--- src/rtl/image_filter_pkg.sv ---
// rtl/image_filter_pkg.sv - mode encodings and sizing helpers for image_window_filter
//
// Purpose : Shared definitions for the K x K binary neighbourhood filter:
//           the 2-bit filter mode type and constant-function helpers used
//           to size the column address and the popcount/threshold width.
// Ports   : none (package)
package image_filter_pkg;

  typedef enum logic [1:0] {
    MODE_PASS   = 2'b00,
    MODE_ERODE  = 2'b01,
    MODE_DILATE = 2'b10,
    MODE_EDGE   = 2'b11
  } mode_t;

  // Ceiling log2; clog2(1) = 0.
  function automatic int clog2(input int n);
    int r;
    r = 0;
    for (int i = 0; i < 31; i++) begin
      if ((1 << i) < n) r = i + 1;
    end
    return r;
  endfunction

  // Address width for n entries, never narrower than one bit.
  function automatic int addr_width(input int n);
    return (n > 1) ? clog2(n) : 1;
  endfunction

endpackage

--- src/rtl/window_line_buffer.sv ---
// rtl/window_line_buffer.sv - (K-1) line history store for the window filter
//
// Purpose : Holds the previous ROWS lines of binary pixels, one ROWS-bit word
//           per column. Each access reads the column word and writes it back
//           shifted by one line with the new pixel entering at bit 0, so bit i
//           always holds the pixel i+1 lines above the incoming one.
//           Contents are not reset; the top level masks rows that predate
//           the current frame.
// Ports   : i_clk    pixel clock
//           i_addr   column address (read and write)
//           i_we     write the shifted word back at i_addr
//           i_din    incoming pixel for the newest line
//           o_rdata  column word before this cycle's write
module window_line_buffer
  import image_filter_pkg::*;
#(
  parameter int LINE_W = 1024,
  parameter int ROWS   = 2,
  parameter int ADDR_W = addr_width(LINE_W)
) (
  input  logic              i_clk,
  input  logic [ADDR_W-1:0] i_addr,
  input  logic              i_we,
  input  logic              i_din,
  output logic [ROWS-1:0]   o_rdata
);

  logic [ROWS-1:0] r_mem [LINE_W];

  assign o_rdata = r_mem[i_addr];

  always_ff @(posedge i_clk) begin
    if (i_we) begin
      r_mem[i_addr] <= {o_rdata[ROWS-2:0], i_din};
    end
  end

endmodule

--- src/rtl/image_window_filter.sv ---
// rtl/image_window_filter.sv - streaming K x K binary morphological window filter
//
// Purpose : Takes one binary pixel per vde cycle, keeps K-1 lines in a line
//           buffer, builds a K x K window and emits pass / erode / dilate /
//           edge of the window centre two cycles after the pixel arrives.
//           Also reports the window popcount and a popcount threshold flag,
//           and a sticky overflow when a line runs past LINE_W pixels.
// Config  : IMAGE_WINDOW_FILTER_COUNT_EN - when defined, cnt_out/cnt_ge carry
//           the window popcount and cnt_out >= thresh; when undefined both
//           are tied to 0 and thresh is ignored.
// Ports   : CLK        pixel clock
//           RST_N      asynchronous reset, active low
//           vsync      single-cycle frame-start pulse
//           vde        pixel valid
//           bin_in     binary input pixel
//           mode       00 pass, 01 erode, 10 dilate, 11 edge
//           thresh     popcount threshold
//           bin_out    filter result
//           cnt_out    number of ones in the window
//           cnt_ge     cnt_out >= thresh
//           out_valid  vde delayed by two cycles
//           overflow   sticky line-overflow flag, cleared by vsync
module image_window_filter
  import image_filter_pkg::*;
#(
  parameter int LINE_W = 1024,
  parameter int K      = 3,
  parameter int CNT_W  = clog2(K * K + 1)
) (
  input  logic             CLK,
  input  logic             RST_N,
  input  logic             vsync,
  input  logic             vde,
  input  logic             bin_in,
  input  logic [1:0]       mode,
  input  logic [CNT_W-1:0] thresh,
  output logic             bin_out,
  output logic [CNT_W-1:0] cnt_out,
  output logic             cnt_ge,
  output logic             out_valid,
  output logic             overflow
);

  localparam int H     = K / 2;
  localparam int ROWS  = K - 1;
  localparam int COL_W = addr_width(LINE_W);
  localparam int ROW_W = addr_width(K);
  localparam logic [COL_W-1:0] LAST_COL = COL_W'(LINE_W - 1);
  localparam logic [ROW_W-1:0] LAST_ROW = ROW_W'(K - 1);

  // Input-side state
  logic             r_vde_d1;
  logic [COL_W-1:0] r_col;
  logic             r_full;
  logic [ROW_W-1:0] r_row;
  logic             r_first;
  logic             r_ovf;
  logic [K*K-1:0]   r_win;

  // Output-stage state
  logic             r_bin;
  logic             r_out_vld;

  logic             w_ls;
  logic [COL_W-1:0] w_col;
  logic             w_full;
  logic             w_we;
  logic [ROW_W-1:0] w_row;
  logic             w_first;
  logic [ROWS-1:0]  w_rdata;
  logic [K-1:0]     w_raw;
  logic [K-1:0]     w_colvec;
  mode_t            w_mode;
  logic             w_centre;
  logic             w_erode;
  logic             w_dilate;
  logic             w_result;

  // Line start is the first vde cycle after a gap.
  assign w_ls = vde & ~r_vde_d1;

  // The first pixel of a line uses column 0 regardless of where the previous
  // line left the counter. r_full marks that column LINE_W-1 has been written,
  // so any further pixel on this line is an overflow.
  assign w_col  = w_ls ? '0 : r_col;
  assign w_full = w_ls ? 1'b0 : r_full;
  assign w_we   = vde & ~w_full;

  // Row of the current pixel. vsync takes priority; when it lands on a line
  // start that line is already row 0, so first_line is consumed immediately.
  always_comb begin
    w_row   = r_row;
    w_first = r_first;
    if (vsync) begin
      w_row   = '0;
      w_first = ~w_ls;
    end else if (w_ls) begin
      if (r_first) begin
        w_first = 1'b0;
      end else if (r_row != LAST_ROW) begin
        w_row = r_row + ROW_W'(1);
      end
    end
  end

  window_line_buffer #(
    .LINE_W (LINE_W),
    .ROWS   (ROWS),
    .ADDR_W (COL_W)
  ) u_line_buffer (
    .i_clk   (CLK),
    .i_addr  (w_col),
    .i_we    (w_we),
    .i_din   (bin_in),
    .o_rdata (w_rdata)
  );

  // Column vector entry j is the pixel j lines above; entries above the
  // first line of the frame read stale buffer data and are forced to 0.
  assign w_raw = {w_rdata, bin_in};

  always_comb begin
    w_colvec = '0;
    for (int j = 0; j < K; j++) begin
      w_colvec[j] = w_raw[j] & (j <= int'(w_row));
    end
  end

  always_ff @(posedge CLK or negedge RST_N) begin
    if (!RST_N) begin
      r_vde_d1 <= 1'b0;
      r_col    <= '0;
      r_full   <= 1'b0;
      r_row    <= '0;
      r_first  <= 1'b1;
      r_ovf    <= 1'b0;
      r_win    <= '0;
    end else begin
      r_vde_d1 <= vde;
      r_row    <= w_row;
      r_first  <= w_first;
      if (vde) begin
        if (w_col == LAST_COL) begin
          r_col  <= w_col;
          r_full <= 1'b1;
        end else begin
          r_col  <= w_col + COL_W'(1);
          r_full <= 1'b0;
        end
        // Window columns: bits [0 +: K] newest column, [K +: K] one left, ...
        // Clearing on line start gives a zero left border.
        if (w_ls) begin
          r_win <= {{(K*K-K){1'b0}}, w_colvec};
        end else begin
          r_win <= {r_win[K*K-K-1:0], w_colvec};
        end
      end
      if (vsync) begin
        r_ovf <= 1'b0;
      end else if (vde & w_full) begin
        r_ovf <= 1'b1;
      end
    end
  end

  // Output stage: r_vde_d1 marks a window that was updated last cycle.
  assign w_mode   = mode_t'(mode);
  assign w_centre = r_win[H*K+H];
  assign w_erode  = &r_win;
  assign w_dilate = |r_win;

  always_comb begin
    w_result = w_centre;
    case (w_mode)
      MODE_PASS:   w_result = w_centre;
      MODE_ERODE:  w_result = w_erode;
      MODE_DILATE: w_result = w_dilate;
      MODE_EDGE:   w_result = w_centre & ~w_erode;
      default:     w_result = w_centre;
    endcase
  end

  always_ff @(posedge CLK or negedge RST_N) begin
    if (!RST_N) begin
      r_out_vld <= 1'b0;
      r_bin     <= 1'b0;
    end else begin
      r_out_vld <= r_vde_d1;
      if (r_vde_d1) begin
        r_bin <= w_result;
      end
    end
  end

`ifdef IMAGE_WINDOW_FILTER_COUNT_EN
  logic [CNT_W-1:0] w_cnt;
  logic [CNT_W-1:0] r_cnt;
  logic             r_cnt_ge;

  always_comb begin
    w_cnt = '0;
    for (int i = 0; i < K * K; i++) begin
      w_cnt = w_cnt + CNT_W'(r_win[i]);
    end
  end

  always_ff @(posedge CLK or negedge RST_N) begin
    if (!RST_N) begin
      r_cnt    <= '0;
      r_cnt_ge <= 1'b0;
    end else if (r_vde_d1) begin
      r_cnt    <= w_cnt;
      r_cnt_ge <= (w_cnt >= thresh);
    end
  end

  assign cnt_out = r_cnt;
  assign cnt_ge  = r_cnt_ge;
`else
  logic w_unused_thresh;
  assign w_unused_thresh = ^thresh;
  assign cnt_out = '0;
  assign cnt_ge  = 1'b0;
`endif

  assign bin_out   = r_bin;
  assign out_valid = r_out_vld;
  assign overflow  = r_ovf;

endmodule

--- config.mk ---
export PLATFORM = sky130hd
export DESIGN_NAME = image_window_filter
export DESIGN_NICKNAME = d
export VERILOG_FILES = /design/src/rtl/image_filter_pkg.sv /design/src/rtl/window_line_buffer.sv /design/src/rtl/image_window_filter.sv
export SDC_FILE = /design/constraint.sdc
export NUM_CORES = 2
export LEC_CHECK = 0
export CORE_ASPECT_RATIO = 0.9
export CORE_MARGIN = 2
export CORE_UTILIZATION = 38
export CTS_BUF_LIST = sky130_fd_sc_hd__clkbuf_4
export DETAILED_ROUTE_END_ITERATION = 7
export GPL_ROUTABILITY_DRIVEN = 0
export SETUP_SLACK_MARGIN = 0.02
export SYNTH_ARGS = -nofsm -noshare
export SYNTH_HDL_FRONTEND = slang
export SYNTH_HIERARCHICAL = 1
export SYNTH_SLANG_ARGS = --single-unit
--- constraint.sdc ---
create_clock -name CLK -period 34.1 [get_ports CLK]
set_clock_uncertainty 0.2 [all_clocks]
set_input_delay 6.82 -clock CLK [delete_from_list [all_inputs] [get_ports CLK]]
set_output_delay 6.82 -clock CLK [all_outputs]
set_load 0.02 [all_outputs]
Yosys cells after proc, flatten, opt, wreduce, memory -nomap -nowiden
Memories as Yosys holds them, arrays and structs flattened.
Cells that the tools add are included.
Operators by class
  $add $sub $neg: 2
  magnitude comparators: 2
  equal/unequal tests: 5
  muxes and demuxes: 16
  bitwise operators: 10
  reductions and logical operators: 5
Operator list (number)
  10-bit 2-to-1 mux: 2
  10-bit by 1-bit adder with 10-bit output (second input constant): 1
  10-bit equality test (second input constant): 1
  9-bit 2-to-1 mux: 1
  9-bit AND reduction: 1
  9-bit OR reduction: 1
  1-bit 2-to-1 mux: 8
  2-bit 2-to-1 mux: 4
  1-bit bitwise AND: 6
  2-bit equality test (second input constant): 2
  1-bit NOT: 4
  1-bit case mux with 4 select lines: 1
  2-bit nonzero test: 2
  2-bit by 1-bit adder with 2-bit output (second input constant): 1
  2-bit by 1-bit equality test with 1-bit output (second input constant): 1
  1-bit by 2-bit <= comparator with 1-bit output (first input constant): 1
  2-bit <= comparator (first input constant): 1
  2-bit logical NOT: 1
  2-bit != test (second input constant): 1
Storage, ports and cells
  register bits after elaboration: 27
  memory bits (writable): 2048
  input bits: 11
  output and inout bits: 8
  word-level logic and storage cells: 50
  memories kept: 1
Memory list
  u_line_buffer.r_mem: words 1024, bits a word 2, read ports 1, clocked after Yosys merged registers in 0, wr ports 1, RTL line window_line_buffer.sv:28  | logic [ROWS-1:0] r_mem [LINE_W];

Depth between registers and ports, before layout
  depth in word-level cells: 8
  mapped depth: 18
  depth with buffers taken out: 11

Modules after synthesis
Netlist, hierarchy kept.
Modules (own cells, without submodules)
  window_line_buffer: instances 1, cells each 5191, area an instance 83164.8 um^2, seq. area each 61499.0 um^2
  image_window_filter: instances 1, cells each 161, area an instance 1551.5 um^2, seq. area each 676.9 um^2

Worst setup path after synthesis
No wires, ideal clock.
  path type: input-to-reg
  start: in vde
  end: mem u_line_buffer.r_mem[0][1] (data pin)
  setup time: 6321 ps
  arrival: 24336 ps
  required time: 27579 ps
  setup slack: 3243 ps
  stages on the path: 13
  buffers on the path: 5
  path through: nand2b_2 > clkbuf_2 > and2_1 > buf_6 > buf_6 > buf_6 > buf_2 > mux4_2 > a211oi_1 > o2111ai_1 > nand4_1 > and4_1 > nand4b_1
Between the ends
  longest elaborated chain between the ends: 3
RTL lines
  from (decl): RTL line image_window_filter.sv:33  | input logic vde,
  1-bit bitwise AND: RTL line image_window_filter.sv:80  | assign w_ls = vde & ~r_vde_d1;
  10-bit 2-to-1 mux: RTL line image_window_filter.sv:85  | assign w_col = w_ls ? '0 : r_col;
  named net w_col[0]: RTL line image_window_filter.sv:65  | logic [COL_W-1:0] w_col;
  memory 1024 x 2 bit
  named net w_rdata[0]: RTL line image_window_filter.sv:70  | logic [ROWS-1:0] w_rdata;
  to (decl): RTL line window_line_buffer.sv:28
The timed path passes the listed nets, and every way through them passes these cells.

Worst setup path after layout
  start: in vde
  end: mem u_line_buffer.r_mem[64][1] (data pin)
Same word-level chain as after synthesis.

==> impl_metrics.env <==
export IMPL_port_buffers=9
export IMPL_fin_ws_ps=17630
export IMPL_cts_resized=0
export IMPL_routed_wl_met3_um=25100
export IMPL_grt_pass1_vias=50500
export IMPL_critical_path_arrival_ps=17200
export IMPL_drive_above_1_share=0.209
export IMPL_fp_dieH_um=452
export IMPL_pre_cts_slack_ps=16490
export IMPL_max_freq_ghz=0.0607
export IMPL_die_w_um=502
export IMPL_path_cells="clkdlybuf4s50_1 > buf_4 > nand2b_2 > and2_4 > buf_4 > buf_12 > buf_12 > buf_12 > buf_4 > mux2i_1 > o22ai_1 > nor4_1 > a31oi_1 > nand4_1 > and4_1 > nand4b_1 > buf_4 > buf_12 > buf_4 > buf_4"
export IMPL_netlist_area_sq_um=84700
export IMPL_setup_violations=0
export IMPL_wl_um=243000
export IMPL_n_fill_cell=20000
export IMPL_synth_cell_types=81
export IMPL_crit_buf_inv=11
export IMPL_internal_power_mw=4.30
export IMPL_critical_path_required_ps=34830
export IMPL_maxCapViolCount=0
export IMPL_syn_inst=5352
export IMPL_slew_headroom=0.0277
export IMPL_cpMostUsedCell="buf_4"
export IMPL_synth_async_reset_ratio=0.0130
export IMPL_p_comb_frac=0.127
export IMPL_cp_slowest_cell="buf_4"
export IMPL_hold_viol_final=0
export IMPL_rrSetupSlack_ps=23010
export IMPL_ys_ff_latch=2075
export IMPL_ys_flop_type="edfxtp_1"
export IMPL_grt_first_pass_wirelength_um=347000
export IMPL_grt_max_degree=228
export IMPL_hold_class="reg2reg"
export IMPL_cp_max_fo=217
export IMPL_htreeDepth=6
export IMPL_cts_clk_slew_worst_paths_ps=60
export IMPL_p_sw_mw=1.51
export IMPL_cts_tree="built"
export IMPL_hold_buffers=0
export IMPL_synth_edff_count=2048
export IMPL_path_class="in2reg"
export IMPL_tightest_slew_ps=1450
export IMPL_wl_met1_um=99900
export IMPL_cts_buffer_depth=4
export IMPL_hpwl_um=127000
export IMPL_startpoint_type="input pin"
export IMPL_setup_tns_ps=0
export IMPL_switching_share=0.259
export IMPL_rsz0062_at_grt="no"
export IMPL_drc=0
export IMPL_total_power_mw=5.80
export IMPL_syn_area_per_cell_sq_um=15.8
export IMPL_path_delay_family="buffers and inverters"
export IMPL_fin_crit_sh=0.483
export IMPL_core_sq_um=222000
export IMPL_p_leak_nw=29.3
export IMPL_vias=50700
export IMPL_maxUsedRoutingLayer="met5"
export IMPL_drt_iter0_drc=6174
export IMPL_powerDensity_nw_per_um2=61.5
export IMPL_drt_first_pass_iters=6
export IMPL_io_pins=19
export IMPL_synth_seq_area_share=0.734
export IMPL_cts_sinks=2075
export IMPL_finalMaxSlewViolations=0
export IMPL_grt_use_total=0.210
export IMPL_min_period_ps=16470
export IMPL_insertion_delay_ps=1350
export IMPL_met2_length_um=112000
export IMPL_end_kind="flop"
export IMPL_final_nets=5623
export IMPL_clk_root_buffer_cell="clkbuf_4"
export IMPL_ir_drop_uv=97.9
export IMPL_status="finished, final reports clean"
export IMPL_slowest_delay_ps=910
export IMPL_start_util=0.382
export IMPL_antenna_found_initial=11
export IMPL_ant_nets=0
export IMPL_rows=164
export IMPL_cts_setup_buffers=0
export IMPL_p_clk_frac=0.357
export IMPL_dieArea_sq_um=227000
export IMPL_via_per_inst=5.68
export IMPL_area_delta_synth_final_pct=11.3
export IMPL_grt_ovfl_total=0
export IMPL_seqPwrFrac=0.515
export IMPL_yosys_warnings=6
export IMPL_wl_per_cell_um=27.1
export IMPL_cts_buffers=549
[power groups by stage]
stage / clock (mW) / sequential (mW) / combinational [mW]
6_report: 2.07 / 2.99 / 0.739
2_1_floorplan: 0 / 3.44 / 0.470
3_3_place_gp: 0 / 3.04 / 0.731
4_1_cts: 2.12 / 2.99 / 0.737
3_5_place_dp: 0 / 3.04 / 0.736
5_1_grt: 2.25 / 2.99 / 0.783
[layer usage]
layer,vias to the layer above,track usage
met5,-,0
met1,26100,0.295
met3,433,0.0501
li1,21400,-
met2,2759,0.323
met4,10,0.0650
[cell families (layout without fill, tap and decap cells)]
| group | Yosys count | in the layout | share of synthesized area |
|---|---|---|---|
| buffers and inverters | 450 | 1033 | 0.0242 |
| other | 1 | 18 | 0.0000443 |
| xor gates and xnor gates | 3 | 3 | 0.000310 |
| muxes | 867 | 867 | 0.131 |
| and+or+nand+nor | 1459 | 1459 | 0.0724 |
| AOI/OAI and AO/OA | 495 | 495 | 0.0379 |
| adders and majority gates | 2 | 2 | 0.000295 |
| DFF | 2075 | 2075 | 0.734 |
[worst paths after layout]
path	startpoint	end	depth (start not counted)
max	vde	u_line_buffer/r_mem[64][1]	20
max in group asynchronous	RST_N	r_col[5]	2
min	overflow	overflow	2
max reg2reg	r_vde_d1	u_line_buffer/r_mem[64][1]	18
min in group asynchronous	RST_N	out_valid	2
min reg2reg	overflow	overflow	2
[Yosys cell counts (all sizes together), types with 4 or more instances]
| master | instances | area, sq um |
|---|---|---|
| a22oi | 47 | 353 |
| nor4 | 45 | 303 |
| o22ai | 260 | 1630 |
| a211oi | 25 | 188 |
| nand2 | 114 | 433 |
| nor3b | 6 | 55.1 |
| nand2b | 7 | 46.3 |
| a21oi | 12 | 67.6 |
| mux2 | 18 | 203 |
| nand3 | 39 | 205 |
| a31oi | 12 | 75.1 |
| and2 | 18 | 119 |
| nand4 | 26 | 163 |
| inv | 13 | 48.8 |
| o21ai | 86 | 430 |
| dfrtp | 26 | 651 |
| and3 | 8 | 55.1 |
| nand4b | 6 | 52.6 |
| a2111oi | 5 | 56.3 |
| nor2 | 1112 | 4180 |
| o2111ai | 22 | 193 |
| or4b | 4 | 40.0 |
| nor2b | 9 | 58.8 |
| mux2i | 658 | 6590 |
| mux4 | 191 | 4300 |
| buf | 191 | 1060 |
| clkbuf | 245 | 931 |
| nand4bb | 5 | 56.3 |
| nor3 | 38 | 195 |
| edfxtp | 2048 | 61500 |
| o211ai | 5 | 37.5 |
| nand3b | 8 | 60.1 |
[state kept, by name, indices dropped and copies added (netlist names), 2 cells and up]
name,cells
r_win,9
r_row,2
r_col,10
u_line_buffer/r_mem,2048
[final cells by class]
| cell class | count | area [sq um] | area share |
|---|---|---|---|
| Timing Repair Buffer | 139 | 1170 | 0.0124 |
| Clock inverter | 90 | 488 | 0.00517 |
| Inverter | 14 | 52.6 | 0.000557 |
| Tap cell | 2988 | 3740 | 0.0396 |
| Sequential cell | 2075 | 62200 | 0.659 |
| Clock buffer | 790 | 5930 | 0.0629 |
| Multi-Input combinational cell | 2831 | 20700 | 0.220 |
| Antenna cell | 13 | 32.5 | 0.000345 |
[cells in the final DEF (no fill, tap or decap), types with 30 or more instances in the layout]
cell / netlist / final
nor4_1: 43 / 43
a22oi_1: 47 / 47
nand2_2: 2 / 30
nor2_1: 1111 / 1107
nand3_1: 37 / 37
buf_4: 27 / 122
edfxtp_1: 2048 / 2048
o22ai_1: 260 / 260
mux2i_1: 658 / 658
o21ai_0: 86 / 86
nor3_1: 37 / 35
nand2_1: 112 / 80
clkbuf_4: 0 / 790
clkinv_1: 1 / 60
mux4_2: 191 / 191
[worst reg2reg max path, delay by kind of cell (launching register included)]
| family | cells | cell delay, ps |
|---|---|---|
| flops | 1 | 650 |
| simple gates | 6 | 2000 |
| compound gates | 2 | 550 |
| buf+inv | 9 | 7010 |
| mux | 1 | 230 |
[stage by stage]
step	utilization	instances	cell area (sq um)	hold WS [ps]
2_1_floorplan	-	5356	84700	224
3_3_place_gp	0.396	8047	87900	308
3_5_place_dp	0.396	8047	87900	307
4_1_cts	0.425	8927	94300	332
5_1_grt	0.425	8936	94300	350
6_report	0.425	8940	94300	332
(Power assumes the default switching activity.)
